File: src/rtl/fpacket_pkg.sv
`default_nettype none
// ============================================================================
// Module      : fpacket_pkg
// Description : Shared constants, state encoding and helpers for the frame
//               parser front-end.
// Revision    : 1.0 - initial release
// ============================================================================
package fpacket_pkg;

  localparam int WORD_WIDTH          = 16;
  localparam int TIMER_WIDTH         = 16;
  localparam int FRAME_PAYLOAD_BYTES = 10;

  localparam logic [7:0] SOF_BYTE_DEFAULT = 8'hA5;

  localparam int SRC = 0;
  localparam int BAT = 2;
  localparam int VAL = 4;
  localparam int CLU = 6;
  localparam int DST = 8;

  typedef enum logic [2:0] {
    ST_IDLE  = 3'd0,
    ST_FIELD = 3'd1,
    ST_CSUM  = 3'd2,
    ST_ISSUE = 3'd3,
    ST_BUSY  = 3'd4
  } state_t;

  function automatic logic [WORD_WIDTH-1:0] field_word(input logic [7:0] msb,
                                                       input logic [7:0] lsb);
    return {msb, lsb};
  endfunction

  function automatic logic [7:0] sat_inc8(input logic [7:0] v);
    return (v == 8'hFF) ? v : v + 8'd1;
  endfunction

endpackage
`default_nettype wire

File: src/rtl/fpacket_timer.sv
`default_nettype none
// ============================================================================
// Module      : fpacket_timer
// Description : Loadable up-counter with clear and terminal-count flag. Load
//               sets a new terminal value and restarts the count from zero.
// Revision    : 1.0 - initial release
// ============================================================================
module fpacket_timer
  import fpacket_pkg::*;
#(
  parameter int WIDTH = TIMER_WIDTH
) (
  input  logic             clock,
  input  logic             nrst,
  input  logic             clear,
  input  logic             load,
  input  logic [WIDTH-1:0] load_value,
  output logic             expired
);

  logic [WIDTH-1:0] r_count;
  logic [WIDTH-1:0] r_term;

  // The count parks at the terminal value so the flag stays asserted.
  always_ff @(posedge clock) begin
    if (!nrst) begin
      r_count <= '0;
      r_term  <= '0;
    end else if (load) begin
      r_count <= '0;
      r_term  <= load_value;
    end else if (clear) begin
      r_count <= '0;
    end else if (r_count != r_term) begin
      r_count <= r_count + 1'b1;
    end
  end

  assign expired = (r_count == r_term);

endmodule
`default_nettype wire

File: src/rtl/fpacket_parser.sv
`default_nettype none
// ============================================================================
// Module      : fpacket_parser
// Description : Byte-serial frame parser; validates SOF and XOR checksum,
//               latches five 16-bit fields, pulses en and holds until the
//               core's done_reward rising edge. Build option: SELF_FILTER_EN
//               drops good frames whose source equals my_node_id.
// Revision    : 1.0 - initial release
// ============================================================================
module fpacket_parser
  import fpacket_pkg::*;
#(
  parameter logic [7:0] SOF_BYTE     = SOF_BYTE_DEFAULT,
  parameter int         BYTE_TIMEOUT = 255,
  parameter int         BUSY_TIMEOUT = 4096
) (
  input  logic                  clock,
  input  logic                  nrst,
  input  logic [7:0]            rx_data,
  input  logic                  rx_valid,
  output logic                  rx_ready,
  input  logic [WORD_WIDTH-1:0] my_node_id,
  input  logic                  done_reward,
  output logic                  en,
  output logic [WORD_WIDTH-1:0] fsourceID,
  output logic [WORD_WIDTH-1:0] fbatteryStat,
  output logic [WORD_WIDTH-1:0] fValue,
  output logic [WORD_WIDTH-1:0] fclusterID,
  output logic [WORD_WIDTH-1:0] fdestinationID,
  output logic                  busy,
  output logic [15:0]           pkt_count,
  output logic [7:0]            err_count
);

  state_t                r_state;
  logic [3:0]            r_idx;
  logic [7:0]            r_xor;
  logic [7:0]            r_shadow [FRAME_PAYLOAD_BYTES];
  logic                  r_done_q;
  logic                  r_en;
  logic                  r_busy;
  logic                  r_rx_ready;
  logic [15:0]           r_pkt_count;
  logic [7:0]            r_err_count;
  logic [WORD_WIDTH-1:0] r_src, r_bat, r_val, r_clu, r_dst;

  logic                   w_accept;
  logic                   w_expired;
  logic                   w_done_edge;
  logic                   w_last_payload;
  logic                   w_csum_ok;
  logic                   w_self_drop;
  logic                   w_byte_abort;
  logic                   w_state_change;
  logic [TIMER_WIDTH-1:0] w_timer_value;

  assign w_accept       = rx_valid && r_rx_ready;
  assign w_done_edge    = done_reward && !r_done_q;
  assign w_last_payload = (r_idx == 4'(FRAME_PAYLOAD_BYTES - 1));
  assign w_csum_ok      = (rx_data == r_xor);
  assign w_byte_abort   = w_expired && !w_accept;

`ifdef SELF_FILTER_EN
  assign w_self_drop = (field_word(r_shadow[SRC], r_shadow[SRC+1]) == my_node_id);
`else
  logic w_unused_node_id;
  assign w_self_drop      = 1'b0;
  assign w_unused_node_id = ^my_node_id;
`endif

  always_comb begin
    w_state_change = 1'b0;
    case (r_state)
      ST_IDLE:  w_state_change = w_accept && (rx_data == SOF_BYTE);
      ST_FIELD: w_state_change = (w_accept && w_last_payload) || w_byte_abort;
      ST_CSUM:  w_state_change = w_accept || w_byte_abort;
      ST_ISSUE: w_state_change = 1'b1;
      ST_BUSY:  w_state_change = w_done_edge || w_expired;
      default:  w_state_change = 1'b1;
    endcase
  end

  // BUSY counts from its own first cycle, so the flag fires on cycle BUSY_TIMEOUT.
  assign w_timer_value = (r_state == ST_ISSUE) ? TIMER_WIDTH'(BUSY_TIMEOUT - 1)
                                               : TIMER_WIDTH'(BYTE_TIMEOUT);

  fpacket_timer #(
    .WIDTH (TIMER_WIDTH)
  ) u_timer (
    .clock      (clock),
    .nrst       (nrst),
    .clear      (w_accept),
    .load       (w_state_change),
    .load_value (w_timer_value),
    .expired    (w_expired)
  );

  always_ff @(posedge clock) begin
    if (!nrst) begin
      r_state     <= ST_IDLE;
      r_idx       <= '0;
      r_xor       <= '0;
      r_done_q    <= 1'b0;
      r_en        <= 1'b0;
      r_busy      <= 1'b0;
      r_rx_ready  <= 1'b1;
      r_pkt_count <= '0;
      r_err_count <= '0;
      r_src       <= '0;
      r_bat       <= '0;
      r_val       <= '0;
      r_clu       <= '0;
      r_dst       <= '0;
      for (int i = 0; i < FRAME_PAYLOAD_BYTES; i++) r_shadow[i] <= '0;
    end else begin
      r_done_q <= done_reward;
      r_en     <= 1'b0;
      case (r_state)
        ST_IDLE: begin
          if (w_accept && (rx_data == SOF_BYTE)) begin
            r_idx   <= '0;
            r_xor   <= '0;
            r_state <= ST_FIELD;
          end
        end
        ST_FIELD: begin
          if (w_accept) begin
            r_shadow[r_idx] <= rx_data;
            r_xor           <= r_xor ^ rx_data;
            r_idx           <= r_idx + 4'd1;
            if (w_last_payload) r_state <= ST_CSUM;
          end else if (w_expired) begin
            r_err_count <= sat_inc8(r_err_count);
            r_state     <= ST_IDLE;
          end
        end
        ST_CSUM: begin
          if (w_accept) begin
            if (!w_csum_ok) begin
              r_err_count <= sat_inc8(r_err_count);
              r_state     <= ST_IDLE;
            end else if (w_self_drop) begin
              r_state <= ST_IDLE;
            end else begin
              r_src      <= field_word(r_shadow[SRC], r_shadow[SRC+1]);
              r_bat      <= field_word(r_shadow[BAT], r_shadow[BAT+1]);
              r_val      <= field_word(r_shadow[VAL], r_shadow[VAL+1]);
              r_clu      <= field_word(r_shadow[CLU], r_shadow[CLU+1]);
              r_dst      <= field_word(r_shadow[DST], r_shadow[DST+1]);
              r_en       <= 1'b1;
              r_rx_ready <= 1'b0;
              r_state    <= ST_ISSUE;
            end
          end else if (w_expired) begin
            r_err_count <= sat_inc8(r_err_count);
            r_state     <= ST_IDLE;
          end
        end
        ST_ISSUE: begin
          r_pkt_count <= r_pkt_count + 16'd1;
          r_busy      <= 1'b1;
          r_state     <= ST_BUSY;
        end
        ST_BUSY: begin
          if (w_done_edge) begin
            r_busy     <= 1'b0;
            r_rx_ready <= 1'b1;
            r_state    <= ST_IDLE;
          end else if (w_expired) begin
            r_err_count <= sat_inc8(r_err_count);
            r_busy      <= 1'b0;
            r_rx_ready  <= 1'b1;
            r_state     <= ST_IDLE;
          end
        end
        default: begin
          r_busy     <= 1'b0;
          r_rx_ready <= 1'b1;
          r_state    <= ST_IDLE;
        end
      endcase
    end
  end

  assign rx_ready       = r_rx_ready;
  assign en             = r_en;
  assign busy           = r_busy;
  assign pkt_count      = r_pkt_count;
  assign err_count      = r_err_count;
  assign fsourceID      = r_src;
  assign fbatteryStat   = r_bat;
  assign fValue         = r_val;
  assign fclusterID     = r_clu;
  assign fdestinationID = r_dst;

endmodule
`default_nettype wire

File: config.mk
export PLATFORM = sky130hd
export DESIGN_NAME = fpacket_parser
export DESIGN_NICKNAME = d
export VERILOG_FILES = /design/src/rtl/fpacket_pkg.sv /design/src/rtl/fpacket_timer.sv /design/src/rtl/fpacket_parser.sv
export SDC_FILE = /design/constraint.sdc
export NUM_CORES = 1
export LEC_CHECK = 0
export CAP_MARGIN = 20
export CELL_PAD_IN_SITES_DETAIL_PLACEMENT = 1
export CELL_PAD_IN_SITES_GLOBAL_PLACEMENT = 1
export CORE_ASPECT_RATIO = 0.7
export CORE_MARGIN = 3
export CORE_UTILIZATION = 52
export CTS_CLUSTER_SIZE = 8
export DETAILED_ROUTE_END_ITERATION = 8
export DONT_BUFFER_PORTS = 1
export GPL_TIMING_DRIVEN = 1
export PLACE_DENSITY = 0.94
export SYNTH_ARGS = -nofsm -noshare
export SYNTH_HDL_FRONTEND = slang
export SYNTH_SLANG_ARGS = --single-unit
File: constraint.sdc
create_clock -name clock -period 3.75 [get_ports clock]
set_input_delay 0.5625 -clock clock [delete_from_list [all_inputs] [get_ports clock]]
set_output_delay 0.5625 -clock clock [all_outputs]
set_load 0.01 [all_outputs]
### Yosys cells after proc, flatten, opt, wreduce, memory -nomap -nowiden

Memories as Yosys holds them, arrays and structs flattened. A register that Yosys moved wholly into a read port is not among the register bits.
Index checks and enable logic that the tools add are counted.

* input port bits: 28
* flip-flop bits (word level): 75
* output and inout bits: 107
* word-level logic and storage cells: 113
* memory bits (writable): 80
* memories kept: 1
* bits in latches: 0
* memory bits (read-only): 0

* reduce and logical (&&, ||, !) cells: 34
* muxes and demuxes: 40
* div/mod/pow operators: 0
* magnitude comparators: 0
* shift-type cells: 0
* add/subtract/negate cells: 4
* equality and inequality tests: 19
* $mul: 0
* bitwise operators: 4

Memories
* r_shadow: depth 10, width 8, rd ports 10, clocked after Yosys merged registers in 10, write ports 10, RTL line fpacket_parser.sv:38 `logic [7:0] r_shadow [FRAME_PAYLOAD_BYTES];`

Operators with widths (number)
* 2-to-1 mux 8 bit: 9
* adder 16 x 1 -> 16 bit, second input constant: 2
* case mux 8 bit (3 select lines): 1
* 2-to-1 mux 3 bit: 6
* equality test 16 bit: 1
* equality test 8 bit, second input constant: 2
* != test 16 bit: 1
* case mux 8 bit (2 select lines): 1
* case mux 3 bit (5 select lines): 1
* 2-to-1 mux 1 bit: 13
* zero test 1 bit: 12
* 2-to-1 mux 12 bit: 1
* 2-to-1 mux 4 bit: 3
* != test 2 bit, second input constant: 6
* != test 3 bit, second input constant: 3
* AND reduction 3 bit: 3
* OR reduction 3 bit: 3
* adder 8 x 1 -> 8 bit, second input constant: 1
* equality test 8 bit: 1
* case mux 4 bit (2 select lines): 1
* AND reduction 4 bit: 2
* OR reduction 8 bit: 1
* XOR 8 bit: 1
* equality test 3 x 2 -> 1 bit, second input constant: 2
* 14 further kinds: 24

### Logic depth before layout (Yosys ltp)

* depth after elaboration: 7
* gate-level depth with buffers: 8
* gate-level depth less buffers: 7

### Cells and area by module

Synthesis repeated with hierarchy kept, for this count alone.

* cell total of the unflattened synthesis: 881
* area total of the unflattened synthesis: 9766.9 um^2

By module, submodules not included
* fpacket_parser: times used 1, cells each 718, sequential area each 4864.7 um^2, area an instance 8176.6 um^2
* fpacket_timer: times used 1, cells each 163, sequential area each 640.6 um^2, area an instance 1590.3 um^2

### Worst setup path before layout

No wires, ideal clock.

* path type: input to register
* start: input rx_valid
* end: memory r_shadow[3][0], enable pin
* data arrival time: 2128 ps
* stages on the path: 6
* slack: 1292 ps
* setup time: 330 ps
* buffers on the path: 1
* required time: 3420 ps
* path through: and2_0 > and3_1 > clkbuf_1 > nor3b_1 > nand3_1 > nand2_1

RTL lines
* start, declared: RTL line fpacket_parser.sv:20 `input logic rx_valid,`
* end, declared: RTL line fpacket_parser.sv:38

==> metrics.txt <==
routed wire length per instance 22.3 µm; number of post-CTS setup repair buffers 0; max cap viols 0; register bit total from synthesis 221; met1 usage 0.315; Clock Path Buffers 3; dpl hpwl 15.2 mm; first-pass GRT wire length 39.6 mm; M2 GR Usage 0.476; final hold violations 0; power density over cell area 531 mW/mm²; routed wire length 25.5 mm; leakage power 0.00332 µW; TNS Setup 0 ns; worst-path maximum fanout 13; Layout Nets 932; # diodes 0; Ys Warns 0; initial core utilization 0.544; post-layout minimum cycle time 3.35 ns; grt ovf 0; Distinct cells, synth 51; Peak Freq 299 MHz; Post-CTS Resized 0; post-synthesis average cell area 9.57 µm²; initial antenna violation count 0; Util after Layout 0.614; arrival time worst endpoint 3.55 ns; die width 160 µm; mapped cell area 0.00862 mm²; # rows 38; full die area 0.0182 mm²; remaining antenna violation count 0; CTS root buf clkbuf_16; layout cells sized above 1 0.0597; CTS H-tree lvls 1; CP most frequent cell nand2_1; CP Cell Sequence nor2b_1, and3_1, nor3b_1, nand2_1, nand2_1; Fin Clk Skew 0.0144 ns; max-slew violations 0; vias in the first global route 7221; DR vias 6645; final period utilization 0.893; gr usage total 0.276; TritonCTS clock tree yes; Synth async-reset ratio 0; Slowest cell on crit path dfxtp_1; most used routing layer met2; slew at the pin with the worst max-slew slack 0.732 ns; DIE HEIGHT 114 µm; Post-synth EDFFs 80; clock tree sinks 221; via-per-instance ratio 5.82; Top Ports 135; synthesis-to-finish area growth 12.8%; worst min-delay path class primary input to flip-flop; Placer Congestion 0.825; maximum number of pins on one net before global-route repair 105; startpoint types flip-flop; cell count after synthesis 900; initial DRC count 480; hold path start nrst; Rel. slew slack 0.510; reg2reg start r_state[0]$_SDFFE_PN0P_; dpl cells 1085; run status finished clean; synthesized net count 933; unrepaired setup endpoints after global routing no; ys flop type dfxtp_1; VDD IR max 0.000278 V; required time of the critical path 3.95 ns; core box area 0.0158 mm²; cts bufs inserted 31; DRT Pass-1 Iters 5; Fin Hold WS 0.112 ns; Finished Layout Cells 1141; Seq/Total Area, Yosys 0.606; later-pin clock latency in the skew report 0.55 ns; Pwr Total 5160 µW; crit path from r_state[0]$_SDFFE_PN0P_; Clk pin slew, worst setup/hold paths 0.05 ns; final-report setup violation count 0; crit path kind flip-flop to flip-flop; DR DRC count 0; Worst path max stage delay 0.58 ns; Post-CTS Hold Buffers 0; met3 GRT Util 0.106; I/O Buffers 0; Critical Path End Type flip-flop
-- worst max-delay path, delay by kind of cell, from the launching register on --
kind | cells | cell delay [ns]
simple gates | 5 | 2.40
flops | 1 | 0.58
-- layer usage --
metal  share of wire  up-vias
met5               0        -
met4           0.032        0
met3           0.096       65
met2            0.49      264
met1            0.38     3287
li1                -     3029
-- power by group --
group          internal (µW)  switching [µW]
combinational           15.3            56.3
clock                   1540            1030
sequential              2510            12.3
-- registers in the layout, indices dropped and copies added, names as in the netlist, 2 cells and up --
register         flops
r_shadow            80
fValue              16
fbatteryStat        16
fclusterID          16
fdestinationID      16
fsourceID           16
pkt_count           16
u_timer.r_count     16
err_count            8
r_xor                8
r_idx                4
r_state              3
u_timer.r_term       2
-- synth_stat cells (all sizes together) (3+ instances only) --
master  instances  area, µm²
inv            14       52.6
clkbuf         40        150
o21ai           5       25.0
or3             5       31.3
edfxtp         80       2400
and4            5       43.8
xnor2          13        114
nor2b           5       31.3
and3            7       43.8
nor3b           3       22.5
nor3            7       35.0
dfxtp         141       2820
mux2i           4       40.0
and2           16        100
nor4            3       33.8
buf             4       17.5
o21a            4       30.0
nand2b          4       25.0
nand3          20        100
nand2         219        822
a211oi          5       37.5
xor2           33        289
nand4          15       93.8
a21oi          91        455
nor2          121        454
o211ai          4       30.0
ha              5       62.6
-- final cells by class --
class / instances / area, µm²
Tap cell: 220 / 275
Multi-Input combinational cell: 621 / 3190
Timing Repair Buffer: 10 / 95.1
Inverter: 14 / 53.8
Sequential cell: 221 / 5230
Clock buffer: 53 / 858
Fill cell: 1760 / 6110
Clock inverter: 2 / 25.0
-- final timing paths --
check | slack, ns | end | depth (start not counted)
worst min-delay path | 0.11 | rx_ready$_SDFFE_PN1P_ | 1
worst min register to register | 0.48 | u_timer.r_term[10]$_SDFFE_PN0P_ | 2
worst max register to register | 0.40 | r_shadow[2][4]$_SDFFCE_PN0P_ | 5
worst max-delay path | 0.40 | r_shadow[2][4]$_SDFFCE_PN0P_ | 5
-- kinds of logic after synthesis --
logic type / after synthesis / synth area share
buf+inv: 58 / 0.0256
xor+xnor: 46 / 0.0468
mux: 5 / 0.00595
flops: 221 / 0.606
simple gates: 438 / 0.221
compound gates: 127 / 0.0867
fa+ha+maj: 5 / 0.00726
-- metrics by stage --
step	area [µm²]	setup slack [ns]
global route	9720	0.283
floorplan	8620	1.29
CTS	9690	0.471
finish	9720	0.400
detailed placement	8810	0.647
global placement	8810	0.898
-- cell usage in the layout (no fill, tap or decap), drive strengths merged, types with 7 or more instances in the layout --
cell type	instances
nand2	219
dfxtp	141
nor2	121
a21oi	91
edfxtp	80
clkbuf	53
xor2	33
nand3	20
and2	16
nand4	15
inv	14
xnor2	13
buf	10
and3	7
nor3	7
No activity file was read; power rests on OpenSTA's default activity.
